--- config.mk ---
export PLATFORM = sky130hd
export DESIGN_NAME = task_graph_sequencer_flat
export DESIGN_NICKNAME = d
export VERILOG_FILES = /design/src/rtl/task_map_pkg.sv /design/src/rtl/task_graph_sequencer_if.sv /design/src/rtl/tg_scan_counter.sv /design/src/rtl/task_graph_sequencer.sv /design/src/flat_wrapper.sv
export SDC_FILE = /design/constraint.sdc
export NUM_CORES = 1
export LEC_CHECK = 0
export ABC_AREA = 0
export CAP_MARGIN = 40
export CORE_MARGIN = 3
export CORE_UTILIZATION = 40
export CTS_CLUSTER_SIZE = 16
export DETAILED_ROUTE_END_ITERATION = 6
export GPL_TIMING_DRIVEN = 0
export MAX_ROUTING_LAYER = met4
export PLACE_DENSITY = 0.75
export SYNTH_ARGS = -nofsm -noshare
export SYNTH_HDL_FRONTEND = slang
export SYNTH_HIERARCHICAL = 1
export SYNTH_SLANG_ARGS = --single-unit
--- constraint.sdc ---
create_clock -name clk -period 2.3 [get_ports clk]
set_input_delay 0.46 -clock clk [delete_from_list [all_inputs] [get_ports clk]]
set_output_delay 0.46 -clock clk [all_outputs]
set_load 0.02 [all_outputs]
--- src/rtl/task_map_pkg.sv ---
// Shared types and helpers for the task-graph sequencer: FSM state encoding,
// default sizing and the row-major matrix address function.
package task_map_pkg;

  localparam int DEF_NUM_V  = 3;
  localparam int DEF_DATA_W = 32;

  typedef enum logic [2:0] {
    IDLE,
    READ,
    WAIT,
    PRESENT,
    FINISH
  } seq_state_t;

  function automatic int unsigned addr_of(input int unsigned row,
                                          input int unsigned col,
                                          input int unsigned num_v = DEF_NUM_V);
    return row * num_v + col;
  endfunction

endpackage

--- src/rtl/task_graph_sequencer_if.sv ---
// Bundles the adjacency-memory read port and the task_mapper entry stream.
// master = sequencer side, slave = memory/task_mapper side.
interface task_graph_sequencer_if
  import task_map_pkg::*;
#(
  parameter int NUM_V  = DEF_NUM_V,
  parameter int DATA_W = DEF_DATA_W,
  parameter int AW     = $clog2(NUM_V * NUM_V)
);

  logic              mem_rd_en;
  logic [AW-1:0]     mem_addr;
  logic [DATA_W-1:0] mem_rd_data;

  logic [DATA_W-1:0] task_array;
  logic              task_valid;
  logic              task_ready;
  logic              root_task;
  logic [AW-1:0]     cur_row;
  logic [AW-1:0]     cur_col;

  modport master (
    output mem_rd_en, mem_addr, task_array, task_valid, root_task, cur_row, cur_col,
    input  mem_rd_data, task_ready
  );

  modport slave (
    input  mem_rd_en, mem_addr, task_array, task_valid, root_task, cur_row, cur_col,
    output mem_rd_data, task_ready
  );

endinterface

--- src/rtl/tg_scan_counter.sv ---
// Row-major row/col walker over an NUM_V x NUM_V matrix; last flags the
// bottom-right entry so the controller can finish instead of advancing.
module tg_scan_counter #(
  parameter int NUM_V = 3,
  parameter int AW    = $clog2(NUM_V * NUM_V)
) (
  input  logic          clk,
  input  logic          rst,
  input  logic          clear,
  input  logic          advance,
  output logic [AW-1:0] row,
  output logic [AW-1:0] col,
  output logic          last
);

  localparam logic [AW-1:0] MAX_IDX = AW'(NUM_V - 1);

  logic [AW-1:0] row_reg;
  logic [AW-1:0] col_reg;

  always_ff @(posedge clk) begin
    if (rst || clear) begin
      row_reg <= '0;
      col_reg <= '0;
    end else if (advance) begin
      if (col_reg == MAX_IDX) begin
        col_reg <= '0;
        row_reg <= row_reg + 1'b1;
      end else begin
        col_reg <= col_reg + 1'b1;
      end
    end
  end

  assign row  = row_reg;
  assign col  = col_reg;
  assign last = (row_reg == MAX_IDX) && (col_reg == MAX_IDX);

endmodule

--- src/rtl/task_graph_sequencer.sv ---
// Streams an adjacency matrix from a registered-read memory to task_mapper,
// one entry per handshake, flagging the first non-zero edge and counting edges.
module task_graph_sequencer
  import task_map_pkg::*;
#(
  parameter int NUM_V  = DEF_NUM_V,
  parameter int DATA_W = DEF_DATA_W,
  parameter int AW     = $clog2(NUM_V * NUM_V),
  parameter int CW     = $clog2(NUM_V * NUM_V + 1)
) (
  input  logic                   clk,
  input  logic                   rst,
  input  logic                   start,
  input  logic                   abort,
  task_graph_sequencer_if.master bus,
  output logic [CW-1:0]          edge_count,
  output logic                   busy,
  output logic                   done
);

  localparam logic [CW-1:0] EDGE_MAX = CW'(NUM_V * NUM_V);

  seq_state_t state_reg;
  seq_state_t state_next;

  logic [DATA_W-1:0] task_array_reg;
  logic              root_reg;
  logic              root_seen_reg;
  logic [AW-1:0]     cur_row_reg;
  logic [AW-1:0]     cur_col_reg;
  logic [CW-1:0]     edge_count_reg;

  logic          scan_clear;
  logic          scan_advance;
  logic          accept;
  logic [AW-1:0] row;
  logic [AW-1:0] col;
  logic          last;

  tg_scan_counter #(
    .NUM_V (NUM_V),
    .AW    (AW)
  ) u_scan (
    .clk     (clk),
    .rst     (rst),
    .clear   (scan_clear),
    .advance (scan_advance),
    .row     (row),
    .col     (col),
    .last    (last)
  );

  always_ff @(posedge clk) begin
    if (rst) begin
      state_reg <= IDLE;
    end else begin
      state_reg <= state_next;
    end
  end

  // abort outranks both start (in IDLE) and the PRESENT handshake.
  always_comb begin
    state_next   = state_reg;
    scan_clear   = 1'b0;
    scan_advance = 1'b0;
    accept       = 1'b0;
    unique case (state_reg)
      IDLE: begin
        if (start && !abort) begin
          state_next = READ;
          scan_clear = 1'b1;
        end
      end
      READ:    state_next = abort ? IDLE : WAIT;
      WAIT:    state_next = abort ? IDLE : PRESENT;
      PRESENT: begin
        if (abort) begin
          state_next = IDLE;
        end else if (bus.task_ready) begin
          accept = 1'b1;
          if (last) begin
            state_next = FINISH;
          end else begin
            state_next   = READ;
            scan_advance = 1'b1;
          end
        end
      end
      FINISH:  state_next = IDLE;
      default: state_next = IDLE;
    endcase
  end

  always_ff @(posedge clk) begin
    if (rst) begin
      task_array_reg <= '0;
      root_reg       <= 1'b0;
      root_seen_reg  <= 1'b0;
      cur_row_reg    <= '0;
      cur_col_reg    <= '0;
      edge_count_reg <= '0;
    end else begin
      if (scan_clear) begin
        edge_count_reg <= '0;
        root_seen_reg  <= 1'b0;
      end
      // Root is decided at capture time so it stays aligned with task_array.
      if (state_reg == WAIT && !abort) begin
        task_array_reg <= bus.mem_rd_data;
        root_reg       <= (bus.mem_rd_data != '0) && !root_seen_reg;
        cur_row_reg    <= row;
        cur_col_reg    <= col;
      end
      if (accept && task_array_reg != '0) begin
        root_seen_reg <= 1'b1;
        if (edge_count_reg != EDGE_MAX) begin
          edge_count_reg <= edge_count_reg + CW'(1);
        end
      end
    end
  end

  assign bus.mem_rd_en  = (state_reg == READ);
  assign bus.mem_addr   = AW'(addr_of(32'(row), 32'(col), NUM_V));
  assign bus.task_array = task_array_reg;
  assign bus.task_valid = (state_reg == PRESENT);
  assign bus.root_task  = (state_reg == PRESENT) && root_reg;
  assign bus.cur_row    = cur_row_reg;
  assign bus.cur_col    = cur_col_reg;

  assign edge_count = edge_count_reg;
  assign busy       = (state_reg != IDLE);
  assign done       = (state_reg == FINISH);

endmodule

--- src/flat_wrapper.sv ---
// flat-port wrapper written by rule: the top's interface ports become plain ports
module task_graph_sequencer_flat import task_map_pkg::*;
#(
  parameter int NUM_V  = DEF_NUM_V,
  parameter int DATA_W = DEF_DATA_W,
  parameter int AW     = $clog2(NUM_V * NUM_V),
  parameter int CW     = $clog2(NUM_V * NUM_V + 1)
)
  (clk, rst, start, abort, edge_count, busy, done, bus_mem_rd_en, bus_mem_addr, bus_task_array, bus_task_valid, bus_root_task, bus_cur_row, bus_cur_col, bus_mem_rd_data, bus_task_ready);
  task_graph_sequencer_if #(.NUM_V(NUM_V), .DATA_W(DATA_W), .AW(AW)) bus_i ();
  input  logic clk;
  input  logic rst;
  input  logic start;
  input  logic abort;
  output logic [CW-1:0] edge_count;
  output logic busy;
  output logic done;
  output wire logic [$bits(bus_i.mem_rd_en)-1:0] bus_mem_rd_en;
  output wire logic [$bits(bus_i.mem_addr)-1:0] bus_mem_addr;
  output wire logic [$bits(bus_i.task_array)-1:0] bus_task_array;
  output wire logic [$bits(bus_i.task_valid)-1:0] bus_task_valid;
  output wire logic [$bits(bus_i.root_task)-1:0] bus_root_task;
  output wire logic [$bits(bus_i.cur_row)-1:0] bus_cur_row;
  output wire logic [$bits(bus_i.cur_col)-1:0] bus_cur_col;
  input wire logic [$bits(bus_i.mem_rd_data)-1:0] bus_mem_rd_data;
  input wire logic [$bits(bus_i.task_ready)-1:0] bus_task_ready;
  assign bus_mem_rd_en = bus_i.mem_rd_en;
  assign bus_mem_addr = bus_i.mem_addr;
  assign bus_task_array = bus_i.task_array;
  assign bus_task_valid = bus_i.task_valid;
  assign bus_root_task = bus_i.root_task;
  assign bus_cur_row = bus_i.cur_row;
  assign bus_cur_col = bus_i.cur_col;
  assign bus_i.mem_rd_data = bus_mem_rd_data;
  assign bus_i.task_ready = bus_task_ready;
  task_graph_sequencer #(.NUM_V(NUM_V), .DATA_W(DATA_W), .AW(AW), .CW(CW)) u_core (.clk(clk), .rst(rst), .start(start), .abort(abort), .bus(bus_i), .edge_count(edge_count), .busy(busy), .done(done));
endmodule
# Word level (Yosys, flattened, before mapping)
# Cells that the tools add are included.
# Widths: inputs -> output; s select.
# op_classes
n_mux	22
n_eq_ne	9
n_reduce_logical	16
add_sub_neg	4
mul	1
# op_table
op	n
$reduce_bool 32->1	2
$mux 4	4
$add 4x1->4 const B	3
$mux 3	4
$pmux 3 s4	1
$mux 1	11
$eq 4x2->1 const B	2
$eq 3x2->1 const B	2
$logic_and 1x1->1	6
$add 4x4->4	1
$mul 4x2->4 const B	1
$mux 2	2
$ne 4x4->1 const B	1
$reduce_and 2->1	2
$eq 3x1->1 const B	1
$eq 3x3->1 const B	1
$logic_not 3->1	1
$ne 3x2->1 const B	1
$reduce_bool 3->1	1
$logic_not 1->1	2
$ne 2x1->1 const B	1
$reduce_bool 2->1	1
$logic_or 1x1->1	1
# word_totals
regBits	57
inputBits	37
out_inout_bits	53
word_cells	61

# Logic depth before layout (Yosys ltp)
# depth
depth_word	7
mapped_depth	8
mapped_depth_nobuf	8

# Modules after synthesis
# The synthesis kept the hierarchy.
# by_module_without_submodules
module	cells_per_inst	n_inst	area_per_inst_um2	seq_area_each_um2
task_graph_sequencer	273	1	2177.1	980.9
tg_scan_counter	42	1	381.6	160.2

# Least setup slack after synthesis
# OpenSTA, ideal clock, no wires.
# synth_path
path_type	flip-flop to output port
startpoint	register u_core.u_scan.row_reg[1], in the netlist u_core/u_scan/row[1]
endpoint	output port bus_mem_addr[3]
setup_slack_ns	-0.417
arrival_ns	2.257
path_stages_with_launch	9
path_buffers	0
t_required_ns	1.840
path_cell_list	dfxtp_1 > inv_1 > fa_1 > inv_1 > ha_1 > fa_1 > xnor2_1 > xnor2_1 > xnor2_1
# synth_between
elab_chain_len	2
# synth_rtl
element	line	text
start, declared	tg_scan_counter.sv:18	logic [AW-1:0] row_reg;
start signal, assigned	tg_scan_counter.sv:28	row_reg <= row_reg + 1'b1;
$mul 4x2->4	task_map_pkg.sv:19	return row * num_v + col;
$add 4x4->4	task_map_pkg.sv:19	
end, declared	flat_wrapper.sv:19	output wire logic [$bits(bus_i.mem_addr)-1:0] bus_mem_addr;
# No other way between the ends.

# Worst setup path after layout
# layout_path
startpoint	register u_core.u_scan.row_reg[0], in the netlist u_core/u_scan/row[0]
endpoint	output port bus_mem_addr[3]
# The elaborated chain is that of the path after synthesis.

==> reports/results.txt <==
Final setup fails -> 2
Main flop type after synthesis -> sky130_fd_sc_hd__dfxtp_1
Fmax -> 343 MHz
Number of stages on the worst hold path -> 2
Count of port buffers added during placement -> 89
Slowest cell delay on critical path -> 520 ps
Total instance count after detailed placement -> 479
Fraction of the mapped netlist area in adder cells -> 5.28%
Mean instance size in the synthesized netlist -> 8.12 um2
Total via count in the routed design -> 2574
Placed inst area -> 3560 um2
Total Wirelength -> 7040 um
Worst-case reg-to-reg path depth -> 8
Fraction of synthesized cell area in xor and xnor cells -> 2.40%
Summed negative setup slack over all endpoints -> -867 ps
Distinct cells, synth -> 39
Grt total ovfl -> 0
Power per standard cell area -> 558 nW/um2
Dominant combinational cell family by area after synthesis -> simple AND/OR/NAND/NOR gates
Hold Violations, Final -> 0
Avg WL per Cell -> 14.2 um
Iter 0 DRT Violations -> 131
Via density per instance -> 5.18
Max Buffers Root-to-Sink -> 2
Final Skew -> 8.48 ps
Area of all placed cells without fillers -> 3820 um2
Clock tree from TritonCTS -> built
Number of nets in the layout -> 464
Antenna violations before repair -> 0
Number of global-route vias before repair -> 2511
Number of placed I/O pins -> 90
Clk pin slew, worst setup/hold paths -> 60 ps
Most frequent cell on the critical path -> sky130_fd_sc_hd__xnor2_2
Cells taking the most area after synthesis -> sky130_fd_sc_hd__dfxtp_1 (45%), sky130_fd_sc_hd__nand2_1 (13%), sky130_fd_sc_hd__a21oi_1 (9.4%)
Share of the synthesized area in the top cell type -> 44.6%
Fillcell total -> 531
Failing checks -> setup timing
Proportion of layout cells with a drive suffix above 1 -> 11.6%
Status -> finished with violations
Cell-by-cell listing of the critical path -> inv_2, fa_1, inv_1, ha_2, fa_2, xnor2_2, xnor2_2, xnor2_2, buf_4
Critical path required time -> 1840 ps
Worst hold start -> u_core/bus.cur_row[3]
Placeable core region -> 6060 um2
All-layer global routing usage -> 20.0%
Estimated wirelength of the detail-placed design -> 5100 um
Overall Power -> 2.13 mW
Syn-to-layout area delta -> 49.2%
Count of buffering cells on the critical path with inverters included -> 3
Number of max-slew violations in the final report -> 0
Data arrival time of the worst path -> 2450 ps
Area leader, netlist -> sky130_fd_sc_hd__dfxtp_1
Capture point of the worst reg-to-reg path -> u_core/u_scan/col[3]
Number of sinks driven by the clock tree -> 57
Async S/R FF share, synth -> 0%
Crit-path max FO -> 2
Kind of critical path -> flop to primary output
Inserted Clock Buffers -> 9
Slowest cell on crit path -> sky130_fd_sc_hd__fa_1
Endpoint type of the worst setup path -> primary output
Area of the mapped netlist -> 2560 um2
Worst slew margin -> 46.5%
Cells after Synth -> 315
Worst Setup Start Kind -> flop
Antenna diode count -> 0
Global-route wire length before repair -> 11500 um
Setup repair after global routing missed its margin -> yes
Area share of and/or/nand/nor cells after synthesis -> 27.5%
Compound-Gate Fraction of Synth Area -> 13.3%
Flop and latch count out of synthesis -> 57
Cell at the root of the clock tree -> sky130_fd_sc_hd__clkbuf_8
Ys Warns -> 6
Commonest cells in the netlist -> sky130_fd_sc_hd__nand2_1 (91), sky130_fd_sc_hd__dfxtp_1 (57), sky130_fd_sc_hd__a21oi_1 (48)
Clock insertion delay at the later pin of the skew report -> 320 ps
Die extent in y -> 86.0 um
Number of flops mapped to enable cells by yosys -> 0
Number of maximum-capacitance constraint violations -> 0
Placer Congestion -> 0.792
H-tree depth -> 3
Cell family with most CP delay -> adder cells
Beginning of the worst register-to-register path -> u_core/u_scan/col[1]
Drt first pass iters -> 4
Largest register FFs -> 32
Period Utilization, post-route -> 127%
Number of standard cells in the final layout excluding fillers -> 497
DRC errors left -> 0
Slack of the worst reg-to-reg path -> 50 ps
Fraction of synthesized area in multiplexers -> 1.56%
Hold-critical path endpoint -> u_core/bus.cur_row[3]
Die width -> 86.0 um
Fraction of the yosys area taken by sequential cells -> 44.6%
Max VDD drop -> 348 uV
Placement-stage worst setup slack -> -859 ps
Maximum number of pins on one net before global-route repair -> 11
Path type of the worst min-delay path -> flop to flop
Cell with the most instances after synthesis -> sky130_fd_sc_hd__nand2_1
Starting density of the core -> 42.2%
Std-Cell Rows -> 28
Worst-Margin Slew -> 791 ps
Count of nets left with antenna violations after detail routing -> 0
LEAKAGE -> 1.39 nW
Minimum period implied by the final worst setup slack -> 2910 ps
Worst path setup slack after routing -> -614 ps
Synthesized Nets -> 361
Die area -> 7390 um2
-- kinds of logic (layout without fill, tap and decap cells) --
logic type,count (synthesis),in the layout
buffers and inverters,26,133
muxes,4,4
adders and majority gates,9,9
DFF,57,57
and+or+nand+nor,149,149
xor gates and xnor gates,7,7
AOI/OAI and AO/OA,63,63
-- layer usage --
metal | GRT usage (%) | part of all wire, % | routed length (um)
met1 | 25.7 | 45 | 3190
met2 | 30.8 | 47 | 3330
met3 | 3.27 | 5.9 | 417
met4 | 8.92 | 1.4 | 95
met5 | - | 0 | 0
-- worst max-delay path by stage --
stage                                     from         endpoint  cells past startpoint
final                     u_core/u_scan/row[0]  bus_mem_addr[3]                      9
after global routing      u_core/u_scan/row[0]  bus_mem_addr[3]                      9
after CTS                 u_core/u_scan/row[0]  bus_mem_addr[3]                      9
after detailed placement  u_core/u_scan/row[0]  bus_mem_addr[3]                      9
after global placement    u_core/u_scan/row[0]  bus_mem_addr[3]                      9
after floorplan           u_core/u_scan/row[0]  bus_mem_addr[3]                      8
-- tightest hold or removal path, stage by stage (launching register included) --
cell                      delay (ps)
sky130_fd_sc_hd__dfxtp_1         300
sky130_fd_sc_hd__nand2_1          50
sky130_fd_sc_hd__a21oi_1          50
-- repair_timing --
item / in CTS / in global routing
gates resized for setup: 20 / 4
setup endpoints to repair: 3 / 11
pin swaps: 3 / 3
setup buffers: 2 / 1
hold buffers: 0 / 0
-- metrics by stage --
step	hold slack (ps)	util (%)
final	454	63.0
after global routing	481	63.0
after CTS	457	62.8
after detailed placement	449	58.7
after global placement	444	58.7
after floorplan	432	-
-- power breakdown --
group,switching (mW),internal (mW),total [mW]
clock network,0.387,0.587,0.975
registers,0.00636,0.990,0.997
logic,0.0735,0.0859,0.159
total,0.467,1.66,2.13
-- area by class of cell --
type / count / area [um2] / area share (%)
inverters: 8 / 30.0 / 0.787
well taps: 75 / 93.8 / 2.46
clock inverters: 4 / 50.0 / 1.31
repair buffers: 92 / 910 / 23.8
clock buffers: 11 / 163 / 4.26
flip-flops and latches: 57 / 1150 / 30.2
multi-input cells: 232 / 1310 / 34.3
plain buffers: 18 / 108 / 2.82
-- placed cells by master (no fill, tap or decap), types with 3 or more instances in the layout --
cell type,Yosys,routed
sky130_fd_sc_hd__nor3_1,4,4
sky130_fd_sc_hd__or2_2,3,3
sky130_fd_sc_hd__nand2_1,91,91
sky130_fd_sc_hd__nand4_1,7,7
sky130_fd_sc_hd__nor2_1,8,7
sky130_fd_sc_hd__dfxtp_1,57,54
sky130_fd_sc_hd__buf_4,0,4
sky130_fd_sc_hd__buf_2,6,7
sky130_fd_sc_hd__nor4_1,16,16
sky130_fd_sc_hd__o21ai_0,5,5
sky130_fd_sc_hd__clkbuf_1,6,5
sky130_fd_sc_hd__clkdlybuf4s50_1,0,85
sky130_fd_sc_hd__or3_1,4,4
sky130_fd_sc_hd__a21oi_1,48,48
sky130_fd_sc_hd__mux2i_1,4,4
sky130_fd_sc_hd__clkbuf_8,0,10
sky130_fd_sc_hd__inv_1,8,7
sky130_fd_sc_hd__dfxtp_4,0,3
sky130_fd_sc_hd__nand3_1,3,3
sky130_fd_sc_hd__ha_1,6,5
sky130_fd_sc_hd__xnor2_2,0,3
sky130_fd_sc_hd__buf_6,4,5
Note: power is estimated with default switching activity, not from simulation.
